--- src/rtl/vfifo_pkg.sv ---
// rtl/vfifo_pkg.sv - shared vfifo sizing constants and count-width helper
package vfifo_pkg;

  localparam int VFIFO_DATA_WIDTH = 8;
  localparam int VFIFO_ADDR_WIDTH = 9;

  // One extra bit so count can represent DEPTH itself.
  function automatic int vfifo_cnt_width(input int addr_width);
    return addr_width + 1;
  endfunction

endpackage

--- src/rtl/vfifo_dual_port_ram_sc_sw.sv ---
// rtl/vfifo_dual_port_ram_sc_sw.sv - single-clock RAM, port A write, port B registered read
module vfifo_dual_port_ram_sc_sw
  import vfifo_pkg::*;
#(
  parameter int DATA_WIDTH = VFIFO_DATA_WIDTH,
  parameter int ADDR_WIDTH = VFIFO_ADDR_WIDTH
) (
  input  logic                  i_clk,
  input  logic                  i_a_we,
  input  logic [ADDR_WIDTH-1:0] i_a_addr,
  input  logic [DATA_WIDTH-1:0] i_a_data,
  input  logic                  i_b_re,
  input  logic [ADDR_WIDTH-1:0] i_b_addr,
  output logic [DATA_WIDTH-1:0] o_b_data
);

  logic [DATA_WIDTH-1:0] r_mem [0:(2**ADDR_WIDTH)-1];
  logic [DATA_WIDTH-1:0] r_b_data;

  always_ff @(posedge i_clk) begin
    if (i_a_we) begin
      r_mem[i_a_addr] <= i_a_data;
    end
    if (i_b_re) begin
      r_b_data <= r_mem[i_b_addr];
    end
  end

  assign o_b_data = r_b_data;

endmodule

--- src/rtl/vfifo_sync_ctrl.sv ---
// rtl/vfifo_sync_ctrl.sv - synchronous FIFO controller around a single-clock dual-port RAM
module vfifo_sync_ctrl
  import vfifo_pkg::*;
#(
  parameter int DATA_WIDTH = VFIFO_DATA_WIDTH,
  parameter int ADDR_WIDTH = VFIFO_ADDR_WIDTH,
  parameter int AFULL_LVL  = (2**ADDR_WIDTH) - 2,
  parameter int AEMPTY_LVL = 2
) (
  input  logic                                     clk,
  input  logic                                     rst,
  input  logic                                     wr_en,
  input  logic [DATA_WIDTH-1:0]                    wr_data,
  input  logic                                     rd_en,
  output logic [DATA_WIDTH-1:0]                    rd_data,
  output logic                                     rd_valid,
  output logic                                     full,
  output logic                                     empty,
  output logic                                     almost_full,
  output logic                                     almost_empty,
  output logic [vfifo_cnt_width(ADDR_WIDTH)-1:0]   count,
  output logic                                     overflow,
  output logic                                     underflow
);

  localparam int CW = vfifo_cnt_width(ADDR_WIDTH);
  localparam logic [CW-1:0] C_AFULL  = CW'(AFULL_LVL);
  localparam logic [CW-1:0] C_AEMPTY = CW'(AEMPTY_LVL);

  logic [CW-1:0] r_wr_ptr;
  logic [CW-1:0] r_rd_ptr;
  logic [CW-1:0] r_count;
  logic          r_full;
  logic          r_empty;
  logic          r_afull;
  logic          r_aempty;
  logic          r_rd_valid;

  logic          w_wr_acc;
  logic          w_rd_acc;
  logic [CW-1:0] w_wr_ptr_nxt;
  logic [CW-1:0] w_rd_ptr_nxt;
  logic [CW-1:0] w_count_nxt;
  logic          w_full_nxt;
  logic          w_empty_nxt;

  // Requests seen while rst is high must not touch the RAM or the pointers.
  always_comb begin
    w_wr_acc     = wr_en & ~r_full & ~rst;
    w_rd_acc     = rd_en & ~r_empty & ~rst;
    w_wr_ptr_nxt = r_wr_ptr + CW'(w_wr_acc);
    w_rd_ptr_nxt = r_rd_ptr + CW'(w_rd_acc);
    w_count_nxt  = r_count;
    case ({w_wr_acc, w_rd_acc})
      2'b10:   w_count_nxt = r_count + CW'(1);
      2'b01:   w_count_nxt = r_count - CW'(1);
      default: w_count_nxt = r_count;
    endcase
    w_full_nxt  = (w_wr_ptr_nxt[ADDR_WIDTH-1:0] == w_rd_ptr_nxt[ADDR_WIDTH-1:0]) &&
                  (w_wr_ptr_nxt[ADDR_WIDTH] != w_rd_ptr_nxt[ADDR_WIDTH]);
    w_empty_nxt = (w_wr_ptr_nxt == w_rd_ptr_nxt);
  end

  always_ff @(posedge clk) begin
    if (rst) begin
      r_wr_ptr   <= '0;
      r_rd_ptr   <= '0;
      r_count    <= '0;
      r_full     <= 1'b0;
      r_empty    <= 1'b1;
      r_afull    <= 1'b0;
      r_aempty   <= 1'b1;
      r_rd_valid <= 1'b0;
    end else begin
      r_wr_ptr   <= w_wr_ptr_nxt;
      r_rd_ptr   <= w_rd_ptr_nxt;
      r_count    <= w_count_nxt;
      r_full     <= w_full_nxt;
      r_empty    <= w_empty_nxt;
      r_afull    <= (w_count_nxt >= C_AFULL);
      r_aempty   <= (w_count_nxt <= C_AEMPTY);
      r_rd_valid <= w_rd_acc;
    end
  end

  vfifo_dual_port_ram_sc_sw #(
    .DATA_WIDTH (DATA_WIDTH),
    .ADDR_WIDTH (ADDR_WIDTH)
  ) u_ram (
    .i_clk    (clk),
    .i_a_we   (w_wr_acc),
    .i_a_addr (r_wr_ptr[ADDR_WIDTH-1:0]),
    .i_a_data (wr_data),
    .i_b_re   (w_rd_acc),
    .i_b_addr (r_rd_ptr[ADDR_WIDTH-1:0]),
    .o_b_data (rd_data)
  );

  // Error pulses flag the request cycle itself, so they are combinational.
  assign overflow     = ~rst & wr_en & r_full;
  assign underflow    = ~rst & rd_en & r_empty;
  assign rd_valid     = r_rd_valid;
  assign full         = r_full;
  assign empty        = r_empty;
  assign almost_full  = r_afull;
  assign almost_empty = r_aempty;
  assign count        = r_count;

endmodule

--- config.mk ---
export PLATFORM = sky130hd
export DESIGN_NAME = vfifo_sync_ctrl
export DESIGN_NICKNAME = d
export VERILOG_FILES = /design/src/rtl/vfifo_pkg.sv /design/src/rtl/vfifo_dual_port_ram_sc_sw.sv /design/src/rtl/vfifo_sync_ctrl.sv
export SDC_FILE = /design/constraint.sdc
export NUM_CORES = 2
export LEC_CHECK = 0
export BUFFER_PORTS_ARGS = -buffer_cell sky130_fd_sc_hd__buf_2
export CORE_UTILIZATION = 30
export DETAILED_ROUTE_END_ITERATION = 6
export PLACE_DENSITY = 0.55
export SLEW_MARGIN = 10
export SYNTH_ARGS = -nofsm -noshare
export SYNTH_HDL_FRONTEND = slang
export SYNTH_SLANG_ARGS = --single-unit
--- constraint.sdc ---
create_clock -name clk -period 10.8 [get_ports clk]
set_clock_uncertainty 0.2 [all_clocks]
set_input_delay 1.08 -clock clk [delete_from_list [all_inputs] [get_ports clk]]
set_output_delay 1.08 -clock clk [all_outputs]
set_load 0.02 [all_outputs]
### Word level (Yosys, flattened, before mapping)

Memory sizes are Yosys's and may differ from the RTL's. A register that Yosys moved wholly into a read port is not among the register bits.
Cells that the tools add are included.

| word-level totals | value |
|---|---|
| register bits | 35 |
| memory bits (writable) | 4096 |
| output and inout bits | 25 |
| memories | 1 |

| cells by class | value |
|---|---|
| add/sub/neg operators | 4 |
| order comparisons | 2 |
| equal/unequal tests | 5 |
| multiplexer cells | 3 |
| bitwise gates (word level) | 11 |
| reductions and logical operators | 1 |

Memory list:

| memory | depth | width | rd ports | clocked after memory_dff | wr ports | line | text |
|---|---|---|---|---|---|---|---|
| u_ram.r_mem | 512 | 8 | 1 | 1 | 1 | vfifo_dual_port_ram_sc_sw.sv:17 | `logic [DATA_WIDTH-1:0] r_mem [0:(2**ADDR_WIDTH)-1];` |

Operators by type and width:

| kind | count |
|---|---|
| adder 10 x 1 -> 10 bit | 2 |
| one-hot mux 10 bit (2 select lines) | 1 |
| adder 10 x 1 -> 10 bit, second input constant | 1 |
| equality test 10 bit | 1 |
| greater-or-equal comparator 10 x 9 -> 1 bit, second input constant | 1 |
| <= comparator 10 x 2 -> 1 bit, second input constant | 1 |
| subtractor 10 x 1 -> 10 bit, second input constant | 1 |
| equality test 9 bit | 1 |
| bitwise AND 1 bit | 8 |
| inverter 1 bit | 3 |
| equality test 2 x 1 -> 1 bit, second input constant | 1 |
| equality test 2 bit, second input constant | 1 |
| 2-to-1 mux 1 bit | 2 |
| logical AND 1 bit | 1 |
| != test 1 bit | 1 |

### Depth between registers and ports, before layout

| depth | value |
|---|---|
| depth in word-level cells | 6 |
| depth in mapped cells | 15 |
| depth with buffers taken out | 12 |

### Hierarchy

Synthesis repeated with hierarchy kept, for this count alone.

| second synthesis, totals | value |
|---|---|
| cells, all modules | 8279 |
| area total of the unflattened synthesis | 162204.3 um^2 |

Modules (own cells, without submodules):

| module | times used | cells an instance | area each (um^2) | seq. area each (um^2) |
|---|---|---|---|---|
| vfifo_dual_port_ram_sc_sw | 1 | 8030 | 160007.2 | 123238.2 |
| vfifo_sync_ctrl | 1 | 249 | 2197.1 | 700.7 |

### Worst setup path after synthesis

Ideal clock, no wire load.

| timing | value |
|---|---|
| path type | input-to-reg |
| start | in rst |
| end | reg r_afull, in the netlist almost_full |
| library setup time | 121 ps |
| arrival | 5244 ps |
| required time | 10479 ps |
| path slack | 5235 ps |
| cell stages on the path | 15 |
| path buffers | 4 |
| path through | clkbuf_1 clkbuf_1 nor3b_1 ha_1 clkbuf_1 buf_1 xor2_1 ha_1 or3b_1 a21o_1 a41oi_1 mux2i_1 a221oi_1 and4b_1 mux2_2 |

| on the way | value |
|---|---|
| longest elaborated chain between the ends | 5 |
| elaborated cells between the ends (all ways) | 7 |
| those cells by class | order compare (1); eq/ne (2); mux (1); bitwise (3) |

RTL lines:

| item | line | text |
|---|---|---|
| start: declaration | vfifo_sync_ctrl.sv:11 | `input logic rst,` |
| inverter 1 bit (*) | vfifo_sync_ctrl.sv:50 | `w_rd_acc = rd_en & ~r_empty & ~rst;` |
| bitwise AND 1 bit (*) | vfifo_sync_ctrl.sv:50 |  |
| net u_ram.i_b_re | vfifo_dual_port_ram_sc_sw.sv:12 | `input logic i_b_re,` |
| equality test 2 x 1 -> 1 bit or equality test 2 bit (tied branches) | vfifo_sync_ctrl.sv:54 | `case ({w_wr_acc, w_rd_acc})` |
| one-hot mux 10 bit (2 select lines) (*) | vfifo_sync_ctrl.sv:54 |  |
| greater-or-equal comparator 10 x 9 -> 1 bit (*) | vfifo_sync_ctrl.sv:80 | `r_afull <= (w_count_nxt >= C_AFULL);` |
| end signal: assignment | vfifo_sync_ctrl.sv:80 |  |
| end: declaration | vfifo_sync_ctrl.sv:35 | `logic r_afull;` |

The timed path passes the listed nets; every way through them passes the cells marked *.
A chain may end at the register's enable or synchronous reset.

==> run metrics <==
WS Path Type=reg2reg; Clock Pin Slew Worst Setup and Hold Paths=0.07 ns; syn nets=7823; Worst setup SP type=register; CTS Buffer Depth=4; GRT Total Usage=0.172; number of remaining DRC errors=0; ratio of cells with drive above 1 in the final layout=0.201; Boundary Pins=37; Most used DFF post-synth=edfxtp_1; Tcrit/Tclk final=0.502; first-pass detailed-route iteration total=5; Initial Util=0.301; CTS buffer count=421; Skew-Pair Late Insertion Delay=1.01 ns; final setup vio count=0; Crit path largest cell delay=0.86 ns; Final Util=0.340; area of the multi-input gates=0.0351 mm²; Seq/Total Area, Yosys=0.761; maxcap violations=0; top post-synthesis cells by area=edfxtp_1, mux4_2, mux2i_1; Worst Max-Slew Pin Slew=1.40 ns; GRT overflow=0; area leader, netlist=edfxtp_1; Tmin final=5.42 ns; setup bufs post-CTS=0; class of the worst hold path=in2reg; clk sink count=4139; crit path DAT=5.98 ns; vias in the first global route=82100; #FFs+latches synth=4139; Slew Limit Fails=0; Adder-Cell Fraction of Synth Area=0.000615; Die ar.=0.546 mm²; post-synthesis compound-gate area fraction=0.0338; Post-synth EDFFs=4104; Filler cells=50200; H-tree lvl count=5; Synth Instances=7803; post-synthesis mux area share=0.150; ys async rst share=0; Area Growth Syn to Fin=13.0%; Die Height=739 µm; XOR/XNOR Fraction of Synth Area=0.00183; largest family of logic cells by synthesized area=multiplexers; # resized after CTS=0; antenna violation net count after detailed routing=0; status=finished clean; via count=82100; share of the synthesized area in the top cell type=0.757; crit path capture type=register; Pleak=54.2 nW; critical path launch point=r_rd_ptr[0]; Worst EP required=11.36 ns; Via density=5.29; simple-gate share of the synthesized area=0.0278; Register Area=0.124 mm²; Post-Syn Area=0.163 mm²; maximum VDD drop=0.159 mV; Fmax=184 MHz; pwr dens=182 mW/mm²; DRT iter0 DRCs=11100; Setup WS post-layout=5.38 ns; Placed Instances=14700; CP most frequent cell=buf_4; Avg WL per Cell=31.2 µm; hold_buf cts=0; Avg Cell Area, Syn=20.9 µm²; RSZ-0062 raised after global routing=false; Worst slew margin=0.0696; final net count=7971; clock root buffer=clkbuf_16; worst hold slack=0.184 ns; gpl congestion=0.837; Core Area=0.541 mm²; R2R Path Start=r_rd_ptr[0]; row count=270; largest net degree at the start of global routing=164; Final Non-Filler Cells=15500; PortBufs=36; Hold Path Origin=rd_en; detailed-route wire length=485 mm; synth unique cells=86; pre-CTS setup slack=5.23 ns; Worst Path Max Fanout=41; critical-path cell list=buf_4 -> buf_4 -> mux4_2 -> a22o_1 -> a221oi_1 -> o22ai_1 -> a21oi_1 -> o21ai_0 -> and3_1; final hold vios=0; setup TNS=0 ns; Die Wd=739 µm; TritonCTS clock tree=built; CP max stage cell=dfxtp_4; first-pass GRT wire length=668 mm; initial antenna violation count=37; Synth Warn #=0; Final HPWL DP=291 mm
[routing by layer]
metal	share of wire	GRT usage
met5	0.00011	0
met4	0.040	0.0631
met3	0.094	0.0415
met2	0.47	0.273
met1	0.40	0.229
[through the flow]
| stage | instance area [µm²] | total power [mW] |
|---|---|---|
| global route | 184000 | 34.2 |
| finish | 184000 | 33.4 |
| global placement | 170000 | 19.0 |
| CTS | 184000 | 33.6 |
| floorplan | 163000 | 18.6 |
| detailed placement | 170000 | 19.1 |
[cells in the final DEF, fill, tap and decap left out, types with 55 or more instances in the layout]
cell type     n
clkinv_1    100
clkinv_2     91
mux4_1      120
mux4_2      755
nor2_1      577
clkbuf_16   422
a211oi_1     61
a22oi_1     138
clkbuf_1     64
a21oi_1     115
o221ai_1     55
o21ai_0      63
buf_4       161
o22ai_1      93
edfxtp_1   4104
nand2_1     219
mux2i_1     408
[synth_stat cells, types with 9 or more instances]
| library cell | n |
|---|---|
| mux2_2 | 9 |
| xnor2_1 | 20 |
| nand2_1 | 235 |
| xor2_1 | 14 |
| nand4_1 | 22 |
| o221ai_1 | 55 |
| mux4_2 | 755 |
| mux4_1 | 120 |
| o2111ai_1 | 10 |
| nor4_1 | 22 |
| a221oi_1 | 44 |
| o21ai_0 | 63 |
| and2_1 | 10 |
| a22oi_1 | 138 |
| clkbuf_1 | 174 |
| buf_12 | 32 |
| nor2b_1 | 23 |
| a211oi_1 | 61 |
| buf_6 | 53 |
| dfxtp_1 | 35 |
| clkbuf_8 | 42 |
| o211ai_1 | 13 |
| buf_2 | 112 |
| a22o_1 | 47 |
| nand2b_1 | 11 |
| edfxtp_1 | 4104 |
| a31oi_1 | 13 |
| nor3b_1 | 9 |
| a21oi_1 | 115 |
| o21ai_1 | 9 |
| inv_1 | 13 |
| nor3_1 | 43 |
| and3_1 | 13 |
| nand3_1 | 43 |
| mux2i_1 | 408 |
| buf_4 | 23 |
| buf_8 | 50 |
| a2111oi_0 | 24 |
| o22ai_1 | 94 |
| nor2_1 | 582 |
[state kept, by name, summed over array words and instances, names as in the netlist, 8 cells and up]
name,cells
u_ram.r_mem,4096
count,10
r_rd_ptr,10
r_wr_ptr,10
u_ram.o_b_data,8
[cells by family (layout without fill, tap and decap cells)]
logic type | Yosys count | after routing
compound gates | 765 | 765
xor+xnor | 34 | 34
fa+ha+maj | 8 | 8
buf+inv | 511 | 1010
flops | 4139 | 4139
mux | 1292 | 1292
other cells | 0 | 17
simple gates | 1054 | 1054
[worst max-delay path, delay by kind of cell, from the launching register on]
family	cells	cell delay, ns
DFF	1	0.86
AOI/OAI and AO/OA	5	1.63
muxes	1	0.60
and+or+nand+nor	1	0.31
buffers and inverters	2	1.44
[layout make-up]
cell class / instances / share of cell area
clock inverters: 288 / 0.0165
multi-input cells: 3153 / 0.191
clock buffers: 486 / 0.0587
diodes: 17 / 0.000231
well taps: 7208 / 0.0490
inverters: 14 / 0.000327
flip-flops and latches: 4139 / 0.674
repair buffers: 222 / 0.0105
[worst paths after layout]
| kind | to | slack (ns) | depth (start not counted) |
|---|---|---|---|
| max | u_ram.o_b_data[6] | 5.38 | 9 |
| min | rd_valid | 0.18 | 2 |
| max reg2reg | u_ram.o_b_data[6] | 5.38 | 9 |
| min reg2reg | rd_valid | 0.33 | 1 |
[power breakdown]
group,internal (mW),switching [mW]
Sequential,17.7,0.0171
Combinational,0.345,0.678
Clock,8.35,6.33
(Power assumes the default switching activity.)
